--- src/rtl/ili9341_frame_source.sv ---
// Pixel-stream generator for ili9341_controller: palette x fill-mode frames over valid/ready.
// Build option: define FRAME_BORDER_EN to force an all-ones one-pixel border on every frame.
module ili9341_frame_source #(
  parameter int H_RES      = 320,
  parameter int V_RES      = 240,
  parameter int PIXEL_SIZE = 16,
  parameter int IMAGENES   = 5,
  parameter int CELL_LOG2  = 4,
  localparam int SEL_W     = (IMAGENES > 1) ? $clog2(IMAGENES) : 1
) (
  input  logic                  clk,
  input  logic                  rst,
  input  logic                  enable,
  input  logic [SEL_W-1:0]      visua,
  input  logic [1:0]            mode,
  output logic [PIXEL_SIZE-1:0] pix_data,
  output logic                  pix_valid,
  input  logic                  pix_ready,
  output logic                  pix_sof,
  output logic                  pix_eol,
  output logic                  pix_eof,
  output logic                  frame_done,
  output logic [SEL_W-1:0]      cur_image
);

  localparam int XW = (H_RES > 1) ? $clog2(H_RES) : 1;
  localparam int YW = (V_RES > 1) ? $clog2(V_RES) : 1;
  localparam logic [XW-1:0] X_LAST = XW'(H_RES - 1);
  localparam logic [YW-1:0] Y_LAST = YW'(V_RES - 1);

  typedef enum logic [1:0] {
    S_IDLE,
    S_LOAD,
    S_STREAM,
    S_DONE
  } state_t;

  state_t          r_state;
  logic [XW-1:0]   r_x;
  logic [YW-1:0]   r_y;
  logic [SEL_W-1:0] r_img;
  logic [1:0]      r_mode;
  logic            r_valid;
  logic            r_done;

  logic            w_accept;
  logic            w_xlast;
  logic            w_ylast;
  logic            w_xbit;
  logic            w_ybit;
  logic            w_border;
  logic [PIXEL_SIZE-1:0] w_col;
  logic [PIXEL_SIZE-1:0] w_pix;

  function automatic logic [15:0] palette(input logic [SEL_W-1:0] idx);
    logic [15:0] c;
    case (32'(idx))
      32'd0:   c = 16'hFFE0;
      32'd1:   c = 16'h07FF;
      32'd2:   c = 16'hF800;
      32'd3:   c = 16'h780F;
      32'd4:   c = 16'h0000;
      default: c = 16'h001F;
    endcase
    return c;
  endfunction

  assign w_accept = r_valid & pix_ready;
  assign w_xlast  = (r_x == X_LAST);
  assign w_ylast  = (r_y == Y_LAST);

  // Cell bit may lie above the counter width; it then reads as zero.
  assign w_xbit = |((32'(r_x) >> CELL_LOG2) & 32'd1);
  assign w_ybit = |((32'(r_y) >> CELL_LOG2) & 32'd1);

  assign w_col = PIXEL_SIZE'(palette(r_img));

  always_comb begin
    w_pix = w_col;
    unique case (r_mode)
      2'd0: w_pix = w_col;
      2'd1: w_pix = w_xbit ? ~w_col : w_col;
      2'd2: w_pix = (w_xbit ^ w_ybit) ? ~w_col : w_col;
      2'd3: w_pix = ~w_col;
    endcase
  end

`ifdef FRAME_BORDER_EN
  assign w_border = (r_x == '0) | w_xlast | (r_y == '0) | w_ylast;
`else
  assign w_border = 1'b0;
`endif

  assign pix_data   = !r_valid ? '0 : (w_border ? '1 : w_pix);
  assign pix_valid  = r_valid;
  assign pix_sof    = r_valid & (r_x == '0) & (r_y == '0);
  assign pix_eol    = r_valid & w_xlast;
  assign pix_eof    = r_valid & w_xlast & w_ylast;
  assign frame_done = r_done;
  assign cur_image  = r_img;

  always_ff @(posedge clk or posedge rst) begin
    if (rst) begin
      r_state <= S_IDLE;
      r_x     <= '0;
      r_y     <= '0;
      r_img   <= '0;
      r_mode  <= '0;
      r_valid <= 1'b0;
      r_done  <= 1'b0;
    end else begin
      unique case (r_state)
        S_IDLE: begin
          r_valid <= 1'b0;
          r_done  <= 1'b0;
          if (enable) r_state <= S_LOAD;
        end
        S_LOAD: begin
          r_img   <= (32'(visua) >= 32'(IMAGENES)) ? '0 : visua;
          r_mode  <= mode;
          r_x     <= '0;
          r_y     <= '0;
          r_valid <= 1'b1;
          r_done  <= 1'b0;
          r_state <= S_STREAM;
        end
        S_STREAM: begin
          if (w_accept) begin
            if (w_xlast && w_ylast) begin
              r_x     <= '0;
              r_y     <= '0;
              r_valid <= 1'b0;
              r_done  <= 1'b1;
              r_state <= S_DONE;
            end else if (w_xlast) begin
              r_x <= '0;
              r_y <= r_y + YW'(1);
            end else begin
              r_x <= r_x + XW'(1);
            end
          end
        end
        S_DONE: begin
          r_done  <= 1'b0;
          r_valid <= 1'b0;
          r_state <= enable ? S_LOAD : S_IDLE;
        end
      endcase
    end
  end

endmodule

--- config.mk ---
export PLATFORM = sky130hd
export DESIGN_NAME = ili9341_frame_source
export DESIGN_NICKNAME = d
export VERILOG_FILES = /design/src/rtl/ili9341_frame_source.sv
export SDC_FILE = /design/constraint.sdc
export NUM_CORES = 1
export LEC_CHECK = 0
export CAP_MARGIN = 5
export CORE_ASPECT_RATIO = 1.4
export CORE_UTILIZATION = 30
export CTS_BUF_LIST = sky130_fd_sc_hd__clkbuf_2
export CTS_CLUSTER_DIAMETER = 150
export CTS_CLUSTER_SIZE = 24
export DETAILED_ROUTE_END_ITERATION = 10
export PLACE_DENSITY = 0.58
export SLEW_MARGIN = 20
export SYNTH_ARGS = -nofsm -noshare
export SYNTH_HDL_FRONTEND = slang
export SYNTH_SLANG_ARGS = --single-unit
--- constraint.sdc ---
create_clock -name clk -period 6.75 [get_ports clk]
set_clock_uncertainty 0.15 [all_clocks]
set_input_delay 0.675 -clock clk [delete_from_list [all_inputs] [get_ports clk]]
set_output_delay 0.675 -clock clk [all_outputs]
set_load 0.01 [all_outputs]
# Yosys cells after proc, flatten, opt, wreduce, memory -nomap -nowiden
# Index checks and enable logic that the tools add are counted.
[totals] ff_bits=26 latch_bits=0 ramBits=0 romBits=0 out_inout_bits=24 elab_cells=71 mem_count=0
[classes] addsub=2 mul=0 n_div=0 order_cmp=1 n_eq_ne=16 shifts=0 n_mux=25 n_bitwise=7 n_reduce_logical=13
[ops] op="one-hot mux 16 bit (5 select lines)" n=1
[ops] op="one-hot mux 16 bit (4 select lines)" n=1
[ops] op="2-to-1 mux 16 bit" n=3
[ops] op="2-to-1 mux 9 bit" n=3
[ops] op="2-to-1 mux 8 bit" n=3
[ops] op="one-hot mux 9 bit (2 select lines)" n=1
[ops] op="inverter 16 bit" n=1
[ops] op="one-hot mux 8 bit (2 select lines)" n=1
[ops] op="adder 9 x 1 -> 9 bit, second input constant" n=1
[ops] op="== test 9 bit, second input constant" n=1
[ops] op="logical NOT 9 bit" n=1
[ops] op="adder 8 x 1 -> 8 bit, second input constant" n=1
[ops] op="== test 2 bit, second input constant" n=4
[ops] op="== test 8 bit, second input constant" n=1
[ops] op="logical NOT 8 bit" n=1
[ops] op="one-hot mux 2 bit (4 select lines)" n=1
[ops] op="== test 3 x 2 -> 1 bit, second input constant" n=2
[ops] op="2-to-1 mux 2 bit" n=3
[ops] op="inequality test 2 bit, second input constant" n=3
[ops] op="AND reduction 3 bit" n=2
[ops] op="bitwise AND 1 bit" n=5
[ops] op="2-to-1 mux 1 bit" n=5
[ops] op="== test 2 x 1 -> 1 bit, second input constant" n=2
[ops] op="logical NOT 2 bit" n=2
[ops] op="14 further kinds" n=15

# Depth between registers and ports, before layout
[depth] depth_word=6 depth_mapped=9 depth_no_buf=7

# Worst setup path after synthesis
# Ideal clock, no wire load.
[synth_timing] path_type="flip-flop to output port" startpoint="register r_y[4]" endpoint="output pix_data[10]" arrival_time_ns=1.695 required_ns=5.925 slack_ns=4.230 stages_incl_launch_ff=7 n_path_buf=2 cell_sequence="dfrtp_1 clkbuf_1 xor2_1 o21ai_1 xor2_1 nor2_1 buf_4"
[synth_via] elab_chain_len=4
[synth_rtl] item="start, declared" line_no="40" source="logic [YW-1:0] r_y;"
[synth_rtl] item="start signal, assigned" line_no="137" source="r_y <= r_y + YW'(1);"
[synth_rtl] item="XOR 1 bit" line_no="83" source="2'd2: w_pix = (w_xbit ^ w_ybit) ? ~w_col : w_col;"
[synth_rtl] item="2-to-1 mux 16 bit" line_no="83"
[synth_rtl] item="one-hot mux 16 bit (4 select lines)" line_no="80" source="unique case (r_mode)"
[synth_rtl] item="2-to-1 mux 16 bit" line_no="94" source="assign pix_data = !r_valid ? '0 : (w_border ? '1 : w_pix);"
[synth_rtl] item="end, declared" line_no="16" source="output logic [PIXEL_SIZE-1:0] pix_data,"
# No other way between the ends.

# Worst setup path in the final report
[layout_timing] startpoint="register r_x[4]" endpoint="output pix_data[6]"
[layout_via] elab_chain_len=4
[layout_rtl] item="start, declared" line_no="39" source="logic [XW-1:0] r_x;"
[layout_rtl] item="start signal, assigned" line_no="139" source="r_x <= r_x + XW'(1);"
[layout_rtl] item="XOR 1 bit" line_no="83"
[layout_rtl] item="2-to-1 mux 16 bit" line_no="83"
[layout_rtl] item="one-hot mux 16 bit (4 select lines) *" line_no="80"
[layout_rtl] item="2-to-1 mux 16 bit *" line_no="94"
# Mark *: on every way between the ends. The rest lies on a longest branch, timed or not.

==> impl_results.md <==
* Power per cell area at ~180 nW/um2
* CP Capture Type: primary output
* Worst Path Buf+Inv at 1
* CTS tree: yes
* H-tree lvl count at 1
* Share of layout cells above drive strength 1 at between 7 and 8%
* Starting Density at a little under a third
* Total length of routed wires at about 3800 um
* # fillers at 570
* Syn_nets at approximately 220
* Crit path largest cell delay at about 0.60 ns
* Final nets at between 200 and 250
* Vias at 1468
* Area of the die at between 6000 and 7000 um2
* Clk sinks at 26
* Fin crit share at about half
* Area grow syn2layout at 20.58%
* PostCTS Resize Cnt at 0
* Synthesized area at between 1500 and 2000 um2
* Top-Level Pins at 33
* Routed len/inst at about 13 um
* DR pass1 iterations at 4
* XOR/XNOR Fraction of Synth Area at between 4 and 5%
* CP most frequent cell: xor2_1
* Clk_lat worst skew at ~0.37 ns
* Synth warn at 0
* DRT iter0 DRCs at 66
* Rel. slew slack at about a third
* Most frequent cell after synthesis: dfrtp_1
* Distinct cells, synth at 41
* Clock Pin Slew Worst Setup and Hold Paths at between 0.2 and 0.3 ns
* Synth top cells by count: 26 x dfrtp_1, 23 x o21ai_0, 16 x nor2_1
* Remaining antenna violation count at 0
* Crit path max-delay family: buffers and inverters
* Setup_tns at 0 ns
* Dpl hpwl at between 2000 and 3000 um
* Synth area leader: dfrtp_1
* Row Count at 32
* Avg Synthesized Cell Area at ~8.7 um2
* Initial antenna violation count at 0
* Crit path cell chain: xor2_1, o21ai_1, xor2_1, nor2_1, clkdlybuf4s50_1
* Pin count of the biggest net entering global routing at 27
* MaxCap Viol Count at 0
* Outcome: finished clean
* Synth Register Bits at 26
* Bufs on Longest Clock Path at 2
* Adder-cell area share of the yosys netlist at 5.797%
* Tot GR Track Use at about 14%
* Die X-Extent at approximately 66 um
* DRC viols at 0
* Synth top area share at 37.68%
* CP required at roughly 6 ns
* Post-Synth Simple-Gate Area at approximately a quarter
* Port Buffers at 32
* Chip Height at between 90 and 100 um
* Top cells by area, synth: dfrtp_1 38%, o21ai_0 6.7%, ha_1 5.8%
* Worst slew pin tran at slightly below 1 ns
* Worst hold margin at 0.3967 ns
* Worst VDD drop at between 0.06 and 0.07 mV
* Cells after Synth at around 200
* Critical path type: reg2out
* Tmin final at 3.358 ns
* Largest family of logic cells by synthesized area: simple AND/OR/NAND/NOR gates
* Ant. Diodes at 0
* Compound-Gate Fraction of Synth Area at between 10% and 20%
* Post-CTS setup buffers at 0
* Ys flop type: dfrtp_1
* Worst hold path type: reg2reg
* Slowest cell on the critical path: clkdlybuf4s50_1
* Num CTS Buffers at 3
* Ys async rst share at between 90% and 100%
* Worst EP arrival at 2.53 ns
* Root Buffer: clkbuf_2
* GRT overflow at 0
* RSZ-0062 raised after global routing: false
* P_leak at just under 0.9 nW
* Final Max Tran Viols at 0
* Core area at roughly 5500 um2
* First-pass GRT wire length at ~6700 um
* Sequential share of the synthesized area at between 30% and 40%
* Setup violators final at 0
* EDFF count, synth at 0
* Worst Path Max Fanout at 9
* CTS Hold Buffers Added at 0
* Crit path launch type: register
* Via density at roughly 5
* RePlAce Congestion at between 0.8 and 0.9
* Hold Fails Final Rpt at 0
* Max Freq at approximately 0.30 GHz
* Vias in the first global route at between 1000 and 1500
* Post-synthesis mux area share at a little under 2%
## area by class of cell
cell class,instances,area [um2],share of cell area (%)
multi-input combinational,144,928.4,44.59
clock buffer,3,15.01,0.7212
inverter,12,45.04,2.163
tap,68,85.08,4.087
timing repair buffer,33,327.8,15.75
sequential,26,650.6,31.25
clock inverter,1,30.03,1.442
## layer usage
| metal | vias to the layer above | track usage [%] | share of wire (%) |
|---|---|---|---|
| met3 | 8 | 1.866 | 2.9 |
| li1 | 734 | - | - |
| met1 | 695 | 15.30 | 42 |
| met4 | 0 | 7.979 | 2.4 |
| met2 | 31 | 25.68 | 53 |
| met5 | - | 0 | 0 |
## power breakdown
part           total (mW)  internal (mW)  switching (mW)
sequential          0.183          0.166          0.0165
clock               0.100         0.0510          0.0493
combinational      0.0912         0.0511          0.0402
## final timing paths
kind                            slack [ns]                   start  depth (start not counted)                      to
worst min-delay path                  0.40  frame_done$_DFFE_PP0P_                          2  frame_done$_DFFE_PP0P_
worst max register to register        3.87  r_state[1]$_DFFE_PP0P_                          8      r_y[6]$_DFFE_PP0P_
min in group asynchronous             0.48                     rst                          2      r_x[4]$_DFFE_PP0P_
worst min register to register        0.40  frame_done$_DFFE_PP0P_                          2  frame_done$_DFFE_PP0P_
max in group asynchronous             5.58                     rst                          2      r_y[4]$_DFFE_PP0P_
worst max-delay path                  3.39      r_x[4]$_DFFE_PP0P_                          5             pix_data[6]
## kinds of logic after synthesis
logic type / Yosys count
and+or+nand+nor: 76
AOI/OAI and AO/OA: 49
buffers and inverters: 28
DFF: 26
xor gates and xnor gates: 8
adders and majority gates: 8
muxes: 3
## placed cells by master, fill, tap and decap left out, types with 3 or more instances in the layout
master,n
nor4b_1,3
ha_1,8
nor2b_1,4
nor3_1,4
inv_1,10
xnor2_1,3
o21ai_0,23
a21o_1,3
a21oi_1,9
nand2_1,13
nor2_1,16
or3_1,3
mux2_2,3
xor2_1,5
and3_1,6
nand3_1,12
clkdlybuf4s50_1,32
dfrtp_1,26
o31ai_1,5
clkbuf_2,3
## flip-flops by register name, indices dropped and copies added, names as in the netlist
name / count
r_x: 9
frame_done: 1
r_state: 2
pix_valid: 1
r_mode: 2
r_y: 8
cur_image: 3
## through the flow
stage | util, % | power (mW) | cells | setup slack, ns | cell area (um2)
after floorplan | - | 0.2404 | 198 | 4.230 | 1727
after global placement | 36.87 | 0.2766 | 283 | 3.884 | 2037
after detailed placement | 36.87 | 0.2783 | 283 | 3.825 | 2037
after CTS | 37.68 | 0.3802 | 287 | 3.339 | 2082
after global routing | 37.68 | 0.3970 | 287 | 3.172 | 2082
final | 37.68 | 0.3743 | 287 | 3.392 | 2082
## worst reg2reg max path: stages, from the launching register on
cell	delay, ns
dfrtp_1	0.46
inv_1	0.14
ha_1	0.36
inv_1	0.16
o21ai_0	0.55
o21ai_0	0.20
buf_4	0.22
or4_1	0.50
o21ai_0	0.09
No activity file was read; power rests on OpenSTA's default activity.
